`src/rtl/ca_random_pkg.sv`:
```
// ca_random_pkg: shared FSM encoding and width-generic CA helpers (seed derivation, rule-90/150 step).
// Helpers work on CA_MAX_W-bit vectors with the live width passed in; callers cast the result back.
package ca_random_pkg;
  localparam int CA_MAX_W = 128;
  typedef enum logic [1:0] {CA_IDLE = 2'd0, CA_WARMUP = 2'd1, CA_RUN = 2'd2} ca_state_e;
  function automatic logic [CA_MAX_W-1:0] ca_wmask(input int w);
    return {CA_MAX_W{1'b1}} >> (CA_MAX_W - w);
  endfunction
  function automatic logic [CA_MAX_W-1:0] ca_rotl(input logic [CA_MAX_W-1:0] s, input int n, input int w);
    logic [CA_MAX_W-1:0] v;
    int k;
    v = s & ca_wmask(w);
    k = n % w;
    return ((v << k) | (v >> (w - k))) & ca_wmask(w);
  endfunction
  function automatic logic [CA_MAX_W-1:0] ca_derive_seed(input logic [CA_MAX_W-1:0] seed, input int c,
                                                         input int w, input logic [CA_MAX_W-1:0] dflt);
    logic [CA_MAX_W-1:0] r;
    r = ca_rotl(seed, c, w) ^ (CA_MAX_W'(c) & ca_wmask(w));
    return (r == '0) ? (dflt & ca_wmask(w)) : r;
  endfunction
  // lo/hi carry the left and right neighbour of every cell; the boundary bits are patched for wrap
  function automatic logic [CA_MAX_W-1:0] ca_step(input logic [CA_MAX_W-1:0] s, input logic [CA_MAX_W-1:0] mask,
                                                  input int w, input bit cyc);
    logic [CA_MAX_W-1:0] v, lo, hi;
    v = s & ca_wmask(w);
    lo = v << 1;
    hi = v >> 1;
    if (cyc) begin
      lo[0] = v[w-1];
      hi[w-1] = v[0];
    end
    return (lo ^ hi ^ (mask & v)) & ca_wmask(w);
  endfunction
endpackage

```
`src/rtl/ca_random_row.sv`:
```
// ca_random_row: one Width-cell hybrid rule-90/150 CA register with load, step and hold.
module ca_random_row
  import ca_random_pkg::*;
#(
  parameter int Width = 32,
  parameter logic [Width-1:0] RuleMask = Width'(32'h0000_0000),
  parameter int Cyclic = 0
) (
  input  logic             clk,
  input  logic             rst,
  input  logic             load,
  input  logic             step,
  input  logic [Width-1:0] seed_d,
  output logic [Width-1:0] state
);
  logic [Width-1:0] r_s;
  logic [Width-1:0] w_next;
  assign w_next = Width'(ca_step(CA_MAX_W'(r_s), CA_MAX_W'(RuleMask), Width, Cyclic != 0));
  always_ff @(posedge clk or negedge rst)
    if (!rst) r_s <= '0;
    else if (load) r_s <= seed_d;
    else if (step) r_s <= w_next;
  assign state = r_s;
endmodule

```
`src/rtl/cellular_automata_random_multi.sv`:
```
// cellular_automata_random_multi: Channels independent CA random generators with warm-up and valid flag.
// Define CA_RANDOM_WHITEN_EN to add a registered s ^ rot(s, Width/2) output stage (+1 cycle latency).
module cellular_automata_random_multi
  import ca_random_pkg::*;
#(
  parameter int Width = 32,
  parameter int Channels = 4,
  parameter logic [Width-1:0] RuleMask = Width'(32'h0000_0000),
  parameter int Cyclic = 0,
  parameter int WarmupSteps = 16,
  parameter logic [Width-1:0] DefaultSeed = Width'(32'h0000_0001)
) (
  input  logic                      clk,
  input  logic                      rst,
  input  logic                      ce,
  input  logic                      load,
  input  logic [Width-1:0]          seed,
  output logic                      valid,
  output logic [Channels*Width-1:0] random
);
  localparam int CntW = (WarmupSteps > 0) ? $clog2(WarmupSteps + 1) : 1;
  ca_state_e                 r_state;
  logic [CntW-1:0]           r_cnt;
  logic                      r_valid;
  logic [CntW:0]             w_cnt_nx;
  logic                      w_done;
  logic                      w_step;
  logic [Channels*Width-1:0] w_raw;
  assign w_step   = ce && !load && (r_state != CA_IDLE);
  assign w_cnt_nx = {1'b0, r_cnt} + 1'b1;
  assign w_done   = w_cnt_nx >= (CntW+1)'(WarmupSteps);
  always_ff @(posedge clk or negedge rst)
    if (!rst) begin
      r_state <= CA_IDLE;
      r_cnt   <= '0;
      r_valid <= 1'b0;
    end else if (load) begin
      r_state <= (WarmupSteps == 0) ? CA_RUN : CA_WARMUP;
      r_cnt   <= '0;
      r_valid <= (WarmupSteps == 0);
    end else if (w_step && r_state == CA_WARMUP) begin
      r_cnt   <= w_done ? CntW'(WarmupSteps) : w_cnt_nx[CntW-1:0];
      r_state <= w_done ? CA_RUN : CA_WARMUP;
      r_valid <= w_done;
    end
  for (genvar c = 0; c < Channels; c++) begin : g_ch
    logic [Width-1:0] w_seed;
    assign w_seed = Width'(ca_derive_seed(CA_MAX_W'(seed), c, Width, CA_MAX_W'(DefaultSeed)));
    ca_random_row #(.Width(Width), .RuleMask(RuleMask), .Cyclic(Cyclic)) u_row (
      .clk    (clk),
      .rst    (rst),
      .load   (load),
      .step   (w_step),
      .seed_d (w_seed),
      .state  (w_raw[c*Width +: Width])
    );
  end
`ifdef CA_RANDOM_WHITEN_EN
  logic [Channels*Width-1:0] w_white;
  logic [Channels*Width-1:0] r_white;
  logic                      r_valid_d;
  for (genvar c = 0; c < Channels; c++) begin : g_wh
    assign w_white[c*Width +: Width] = w_raw[c*Width +: Width]
                                     ^ Width'(ca_rotl(CA_MAX_W'(w_raw[c*Width +: Width]), Width/2, Width));
  end
  always_ff @(posedge clk or negedge rst)
    if (!rst) begin
      r_white   <= '0;
      r_valid_d <= 1'b0;
    end else begin
      r_white   <= w_white;
      r_valid_d <= r_valid;
    end
  assign random = r_white;
  assign valid  = r_valid_d;
`else
  assign random = w_raw;
  assign valid  = r_valid;
`endif
endmodule

```
`config.mk`:
```
export PLATFORM = sky130hd
export DESIGN_NAME = cellular_automata_random_multi
export DESIGN_NICKNAME = d
export VERILOG_FILES = /design/src/rtl/ca_random_pkg.sv /design/src/rtl/ca_random_row.sv /design/src/rtl/cellular_automata_random_multi.sv
export SDC_FILE = /design/constraint.sdc
export NUM_CORES = 1
export LEC_CHECK = 0
export CAP_MARGIN = 20
export CORE_ASPECT_RATIO = 1.2
export CORE_MARGIN = 5
export CORE_UTILIZATION = 50
export DETAILED_ROUTE_END_ITERATION = 10
export PLACE_DENSITY_LB_ADDON = 0.08
export RECOVER_POWER = 100
export SLEW_MARGIN = 20
export SYNTH_ARGS = -nofsm -noshare
export SYNTH_HDL_FRONTEND = slang
export SYNTH_SLANG_ARGS = --single-unit
```
`constraint.sdc`:
```
create_clock -name clk -period 2 [get_ports clk]
set_input_delay 0.4 -clock clk [delete_from_list [all_inputs] [get_ports clk]]
set_output_delay 0.4 -clock clk [all_outputs]
set_load 0.03 [all_outputs]
```
==> summary.md, run 1 <==
| Metric | Value |
|---|---|
| Worst path bufs/invs | 1 |
| LEAKAGE | 3.60 nW |
| WL final | 19.2 mm |
| Relative slew slack | 0.142 |
| Area growth syn-to-layout | 31.8% |
| Crit-path leading delay family | buffers and inverters |
| TritonCTS buffer count | 17 |
| Die X | 117 um |
| Clock buffer depth | 2 |
| Max Cap Viol | 0 |
| Post-synth EDFFs | 0 |
| Initial DRT Pass Iterations | 6 |
| Simple-gate share of the synthesized area | 0.113 |
| Synth unique cells | 33 |
| Met3 WL post-DR | 1.35 mm |
| Largest family of logic cells by synthesized area | compound AO/OA/AOI/OAI gates |
| Max layer used | met4 |
| Via density | approximately 5.5 |
| Cell taking the most area after synthesis | dfrtp_1 |
| CP max stage cell | clkdlybuf4s50_1 |
| CTS root buffer | clkbuf_16 |
| Initial antenna violation count | 0 |
| Post-DP HPWL | ~14 mm |
| Worst reg2reg startpoint | r_cnt[0]$_DFFE_PN0P_ |
| Synthesized cell area | 0.00685 mm^2 |
| Worst setup path start | g_ch[0].u_row.state[2]$_DFFE_PN0P_ |
| Starting DRC count in detailed routing | 547 |
| Row cnt | between 40 and 50 |
| FF+latch count, synth | 135 |
| Status | finished clean |
| DRT met1 WL | 7.90 mm |
| CTS clock-pin slew for the worst setup and hold paths | 0.05 ns |
| H-Tree Depth | 4 |
| Multiplexer share of the synthesized area | 0.00456 |
| Die height | 138 um |
| Setup crit end kind | primary output |
| Worst-skew pair later-pin latency | 0.40 ns |
| Core Box Area | 0.0134 mm^2 |
| Setup crit start kind | register |
| Fin nets | around 1000 |
| Worst hold path class | primary input to register |
| Worst hold margin | 0.257 ns |
| GRT overflow | 0 |
| Dominant cells by area after synthesis | dfrtp_1 49%, xnor2_1 15%, o21ai_0 9.1%, a21oi_1 8.8%, nor2_1 7.1% |
| Post-Syn Nets | 804 |
| Fin crit period | 1.97 ns |
| DIE AREA | ~0.016 mm^2 |
| Least-Margin Pin Slew | about 1.3 ns |
| Num ports | 165 |
| First-pass GRT wire length | between 30 and 40 mm |
| Max-slew violations | 0 |
| Post-DP Area | 0.00890 mm^2 |
| Diodes inserted | 0 |
| Crit path DAT | 1.57 ns |
| Worst vdd ir | 536 uV |
| Syn Inst Count | 767 |
| Final period utilization | 0.985 |
| # setup viols final | 0 |
| Main synth FF type | dfrtp_1 |
| PwrDens | 991 mW/mm^2 |
| Max FO, Critical Path | 4 |
| Drt drc | 0 |
| Routed wire length per instance | ~17 um |
| Largest stage delay, worst path | between 0.7 and 0.8 ns |
| Design area | roughly 0.009 mm^2 |
| Crit-path cells | clkdlybuf4s50_1 |
| Post-Synth Adder-Cell Area | 0.00183 |
| Post-Route Utilization | 0.677 |
| XOR/XNOR share of the synthesized area | 0.153 |
| Final hold violation count | 0 |
| Crit path kind | register to primary output |
| Placed cells | 1088 |
| Synth Area in Compound Gates | 0.203 |
| DRT antenna net count | 0 |
| Non-Filler Instances | 1119 |
| Share of the synthesized area in the top cell type | 0.493 |
| Port Buffer Count | 164 |
| Hold_sp | load |
| Sequential share of the synthesized area | 0.493 |
| Initial cell density of the core | 0.513 |
| Largest net degree at the start of global routing | 121 |
| Post-CTS Setup Bufs | 0 |
| FFs w/ async S/R, synth | 1.00 |
| Total negative slack | 0 ns |
| Fmax | approximately 0.51 GHz |
| Share of cells above drive strength 1 | 0.0726 |
| Clk sinks | 135 |
| Warnings, synthesis | 0 |
| CTS tree | yes |
| Number of global-route vias before repair | 5962 |
| Clock skew | 0.00642 ns |
| GRT Util Overall | 0.241 |
| Routed length on met2 | 9.55 mm |
| Gpl congestion | between 0.9 and 1 |
| Mean Syn Cell Area | slightly below 9 um^2 |
| Critical Path RT | 1.60 ns |
| Via count | 6154 |
per-stage QoR:
step	total power (W)	worst slack, ns
global placement	0.00635	-0.108
finish	0.00895	0.0291
detailed placement	0.00642	-0.104
floorplan	0.00523	0.302
global route	0.00942	-0.00144
CTS	0.00919	0.00000711
what timing repair did:
item	in CTS	in global routing
endpoints found under the hold margin	46	0
cloned	0	0
resized for setup	5	45
pin swaps	0	0
hold buffers	1	0
setup endpoints to repair	5	45
layout by cell type, fill, tap and decap left out, types with 17 or more instances in the layout:
master / Yosys / layout
clkbuf_16: 0 / 17
dfrtp_1: 135 / 135
xnor2_1: 120 / 120
o21ai_0: 124 / 124
nor2_1: 129 / 129
nand2_1: 49 / 49
clkdlybuf4s50_1: 0 / 111
a21oi_1: 121 / 121
buf_4: 0 / 21
clkbuf_1: 15 / 50
cells by family after synthesis:
kind of cell             count (synthesis)
AND/OR/NAND/NOR                        194
XOR/XNOR                               120
flip-flops                             135
buffers and inverters                   49
AO/OA/AOI/OAI                          265
adder cells (fa/ha/maj)                  1
multiplexers                             3
per-layer routing:
| layer | track usage | vias to the layer above |
|---|---|---|
| met5 | 0 | - |
| met2 | 0.380 | 227 |
| met3 | 0.0541 | 30 |
| met4 | 0.0749 | 0 |
| li1 | - | 2955 |
| met1 | 0.332 | 2942 |
layout make-up:
class	instances	area, um^2
clock buffers	21	470
clock inverters	9	53.8
multi-input cells	583	3270
inverters	3	11.3
repair buffers	200	1640
well taps	168	210
fillers	1136	4320
flip-flops and latches	135	3380
power by group:
part / switching [W] / internal (W) / total, W
clock: 0.00110 / 0.00165 / 0.00275
combinational: 0.00149 / 0.00113 / 0.00263
sequential: 0.000516 / 0.00306 / 0.00357
total: 0.00311 / 0.00585 / 0.00895
state kept, by name (all words and copies together), names as in the netlist:
register	flops
g_ch.u_row.state	128
r_state	2
r_cnt	5
synth_stat cells (all sizes together), types with 2 or more instances:
cell / count
o21ai: 125
nand2: 49
a21oi: 121
o21a: 2
mux2i: 2
nor2: 129
o21bai: 2
buf: 31
nor3: 2
dfrtp: 135
inv: 3
a31o: 2
nand3: 2
nor4: 6
clkbuf: 15
nand4: 2
xnor2: 120
a31oi: 6
final timing paths:
path / end / slack [ns] / cells after the start
max: random[2] / 0.03 / 1
min: r_state[1]$_DFFE_PN0P_ / 0.26 / 2
max reg2reg: r_cnt[3]$_DFFE_PN0P_ / 0.13 / 5
min reg2reg: r_cnt[4]$_DFFE_PN0P_ / 0.56 / 2
max in group asynchronous: g_ch[0].u_row.state[7]$_DFFE_PN0P_ / 0.29 / 3
min in group asynchronous: g_ch[3].u_row.state[14]$_DFFE_PN0P_ / 0.80 / 2
Power figures use the tool's default switching activity.
==> inputs of run 2 (changes only) <==
--- a/config.mk
+++ b/config.mk
@@ -12,7 +12,7 @@
 export DETAILED_ROUTE_END_ITERATION = 10
 export PLACE_DENSITY_LB_ADDON = 0.08
 export RECOVER_POWER = 100
-export SLEW_MARGIN = 20
+export SLEW_MARGIN = 15
 export SYNTH_ARGS = -nofsm -noshare
 export SYNTH_HDL_FRONTEND = slang
 export SYNTH_SLANG_ARGS = --single-unit
==> results of run 2 <==
The final DEF is identical to that of run 1; final timing and power are the same.
==> inputs of run 3 (changes only) <==
--- a/config.mk
+++ b/config.mk
@@ -7,7 +7,6 @@
 export LEC_CHECK = 0
 export CAP_MARGIN = 20
 export CORE_ASPECT_RATIO = 1.2
-export CORE_MARGIN = 5
 export CORE_UTILIZATION = 50
 export DETAILED_ROUTE_END_ITERATION = 10
 export PLACE_DENSITY_LB_ADDON = 0.08
==> run 3 against run 2 <==
Compared with the run above: worst hold slack better by 0.0040 ns; routed wire length increased by 0.29%; utilization rose by 1.3 points; cell area increased by 1.5%; clock-buffer cell count is the same; setup slack got worse by 0.012 ns; first-iteration DRC count fell by 23%; flip-flop and latch count unchanged; clock power increased by 15%; cell count rose by 0.36%; critical path type unchanged; critical endpoint is now random[91].
==> summary.md, run 3 (synthesis gave the netlist of run 1 again) <==
| Metric | Value |
|---|---|
| First-pass GRT wire length | 30.6 mm |
| Setup crit end kind | primary output |
| GRT overflow | 0 |
| Most frequent cells in the layout | 135 x dfrtp_1, 129 x nor2_1, 124 x o21ai_0 |
| Most common cell after layout, fill and taps aside | dfrtp_1 |
| CTS root buffer | clkbuf_16 |
| Num ports | 165 |
| Largest stage delay, worst path | 0.72 ns |
| PwrDens | approximately 1000 mW/mm^2 |
| Port Buffer Count | about 160 |
| Worst slack at placement | -0.0791 ns |
| Initial antenna violation count | 0 |
| Crit-path cells | clkdlybuf4s50_1 |
| Met2 Usage GRT | 0.464 |
| Most Crowded Layer GR | met2 |
| Die height | 130 um |
| DRT antenna net count | 0 |
| Gpl congestion | approximately 0.89 |
| Unrepaired setup endpoints after global routing | no |
| Worst path bufs/invs | 1 |
| Crit-path leading delay family | buffers and inverters |
| Final period utilization | 0.991 |
| Met3 usage | 0.0529 |
| Non-Filler Instances | approximately 1100 |
| CP max stage cell | clkdlybuf4s50_1 |
| Setup crit start kind | register |
| H-Tree Depth | 4 |
| Relative slew slack | 0.178 |
| Critical Path RT | 1.60 ns |
| Fmax | 0.504 GHz |
| Max-slew violations | 0 |
| Clock skew | 0.00707 ns |
| WL final | 19.3 mm |
| Drt drc | 0 |
| Worst-skew pair later-pin latency | 0.41 ns |
| Clock buffer depth | 2 |
| Initial cell density of the core | 0.516 |
| Crit path kind | register to primary output |
| Clk sinks | approximately 140 |
| CTS tree | yes |
| Die X | ~110 um |
| Number of global-route vias before repair | slightly below 6000 |
| Via density | 5.54 |
| Routed wire length per instance | 17.2 um |
| Least-Margin Pin Slew | 1.23 ns |
| Placed cells | 1091 |
| Largest net degree at the start of global routing | between 90 and 100 |
| Final hold violation count | 0 |
| Max FO, Critical Path | 4 |
| Row cnt | 46 |
| Initial DRT Pass Iterations | 5 |
| TritonCTS buffer count | 17 |
| Worst hold path class | primary input to register |
| Post-DP HPWL | 13.7 mm |
| # setup viols final | 0 |
| Status | finished clean |
| Starting DRC count in detailed routing | 421 |
| Core Box Area | about 0.013 mm^2 |
| CTS clock-pin slew for the worst setup and hold paths | 0.06 ns |
| Fin nets | 980 |
| Total negative slack | 0 ns |
| Pwr Total | roughly 0.0094 W |
| Share of cells above drive strength 1 | 0.0754 |
| Fin crit period | roughly 2.0 ns |
| Post-route setup slack | ~0.018 ns |
| GRT Util Overall | 0.279 |
| Crit path DAT | ~1.6 ns |
| Diodes inserted | 0 |
| LEAKAGE | roughly 3.6 nW |
| DIE AREA | 0.0142 mm^2 |
| Met1 usage | 0.369 |
| Via count | 6222 |
| Design area | 0.00917 mm^2 |
| Worst vdd ir | 532 uV |
| Max FFs per register | 128 |
| Max Cap Viol | 0 |
| Area growth syn-to-layout | 33.8% |
| Post-DP Area | 0.00889 mm^2 |
[run 3: routing by layer]
| metal | vias up | part of all wire |
|---|---|---|
| met5 | - | 0 |
| met4 | 0 | 0.013 |
| met3 | 22 | 0.059 |
| met2 | 236 | 0.51 |
| li1 | 2962 | - |
| met1 | 3002 | 0.42 |
[run 3: timing repair]
| item | 4_1_cts | 5_1_grt |
|---|---|---|
| hold buffers | 1 | 0 |
| setup endpoints to repair | 6 | 36 |
| gates resized for setup | 6 | 36 |
| hold endpoints to repair | 49 | 0 |
| setup buffers | 0 | 0 |
[run 3: cell type report]
cell class                      instances  area [um^2]
Fill cell                            1114         4130
Sequential cell                       135         3380
Clock buffer                           21          480
Multi-Input combinational cell        583         3260
Clock inverter                         10          121
Tap cell                              168          210
Timing Repair Buffer                  203         1710
Inverter                                3         11.3
[run 3: report_power, final]
part / internal [W] / switching (W) / total (W)
clock network: 0.00196 / 0.00118 / 0.00315
registers: 0.00306 / 0.000506 / 0.00356
logic: 0.00116 / 0.00151 / 0.00268
[run 3: through the flow]
step                      utilization  hold slack (ns)
final                           0.690            0.261
after global routing            0.690            0.249
after CTS                       0.714            0.242
after detailed placement        0.669            0.397
after global placement          0.669            0.386
after floorplan                     -            0.104
[run 3: path summary, 6_finish.rpt]
check	from	end	slack (ns)	depth (start not counted)
setup / recovery	g_ch[2].u_row.state[27]$_DFFE_PN0P_	random[91]	0.02	1
hold / removal	load	r_cnt[3]$_DFFE_PN0P_	0.26	2
setup reg to reg	r_cnt[0]$_DFFE_PN0P_	r_cnt[3]$_DFFE_PN0P_	0.15	5
hold reg to reg	r_cnt[4]$_DFFE_PN0P_	r_cnt[4]$_DFFE_PN0P_	0.57	2
max in group asynchronous	rst	g_ch[0].u_row.state[22]$_DFFE_PN0P_	0.28	3
min in group asynchronous	rst	g_ch[0].u_row.state[11]$_DFFE_PN0P_	0.80	2
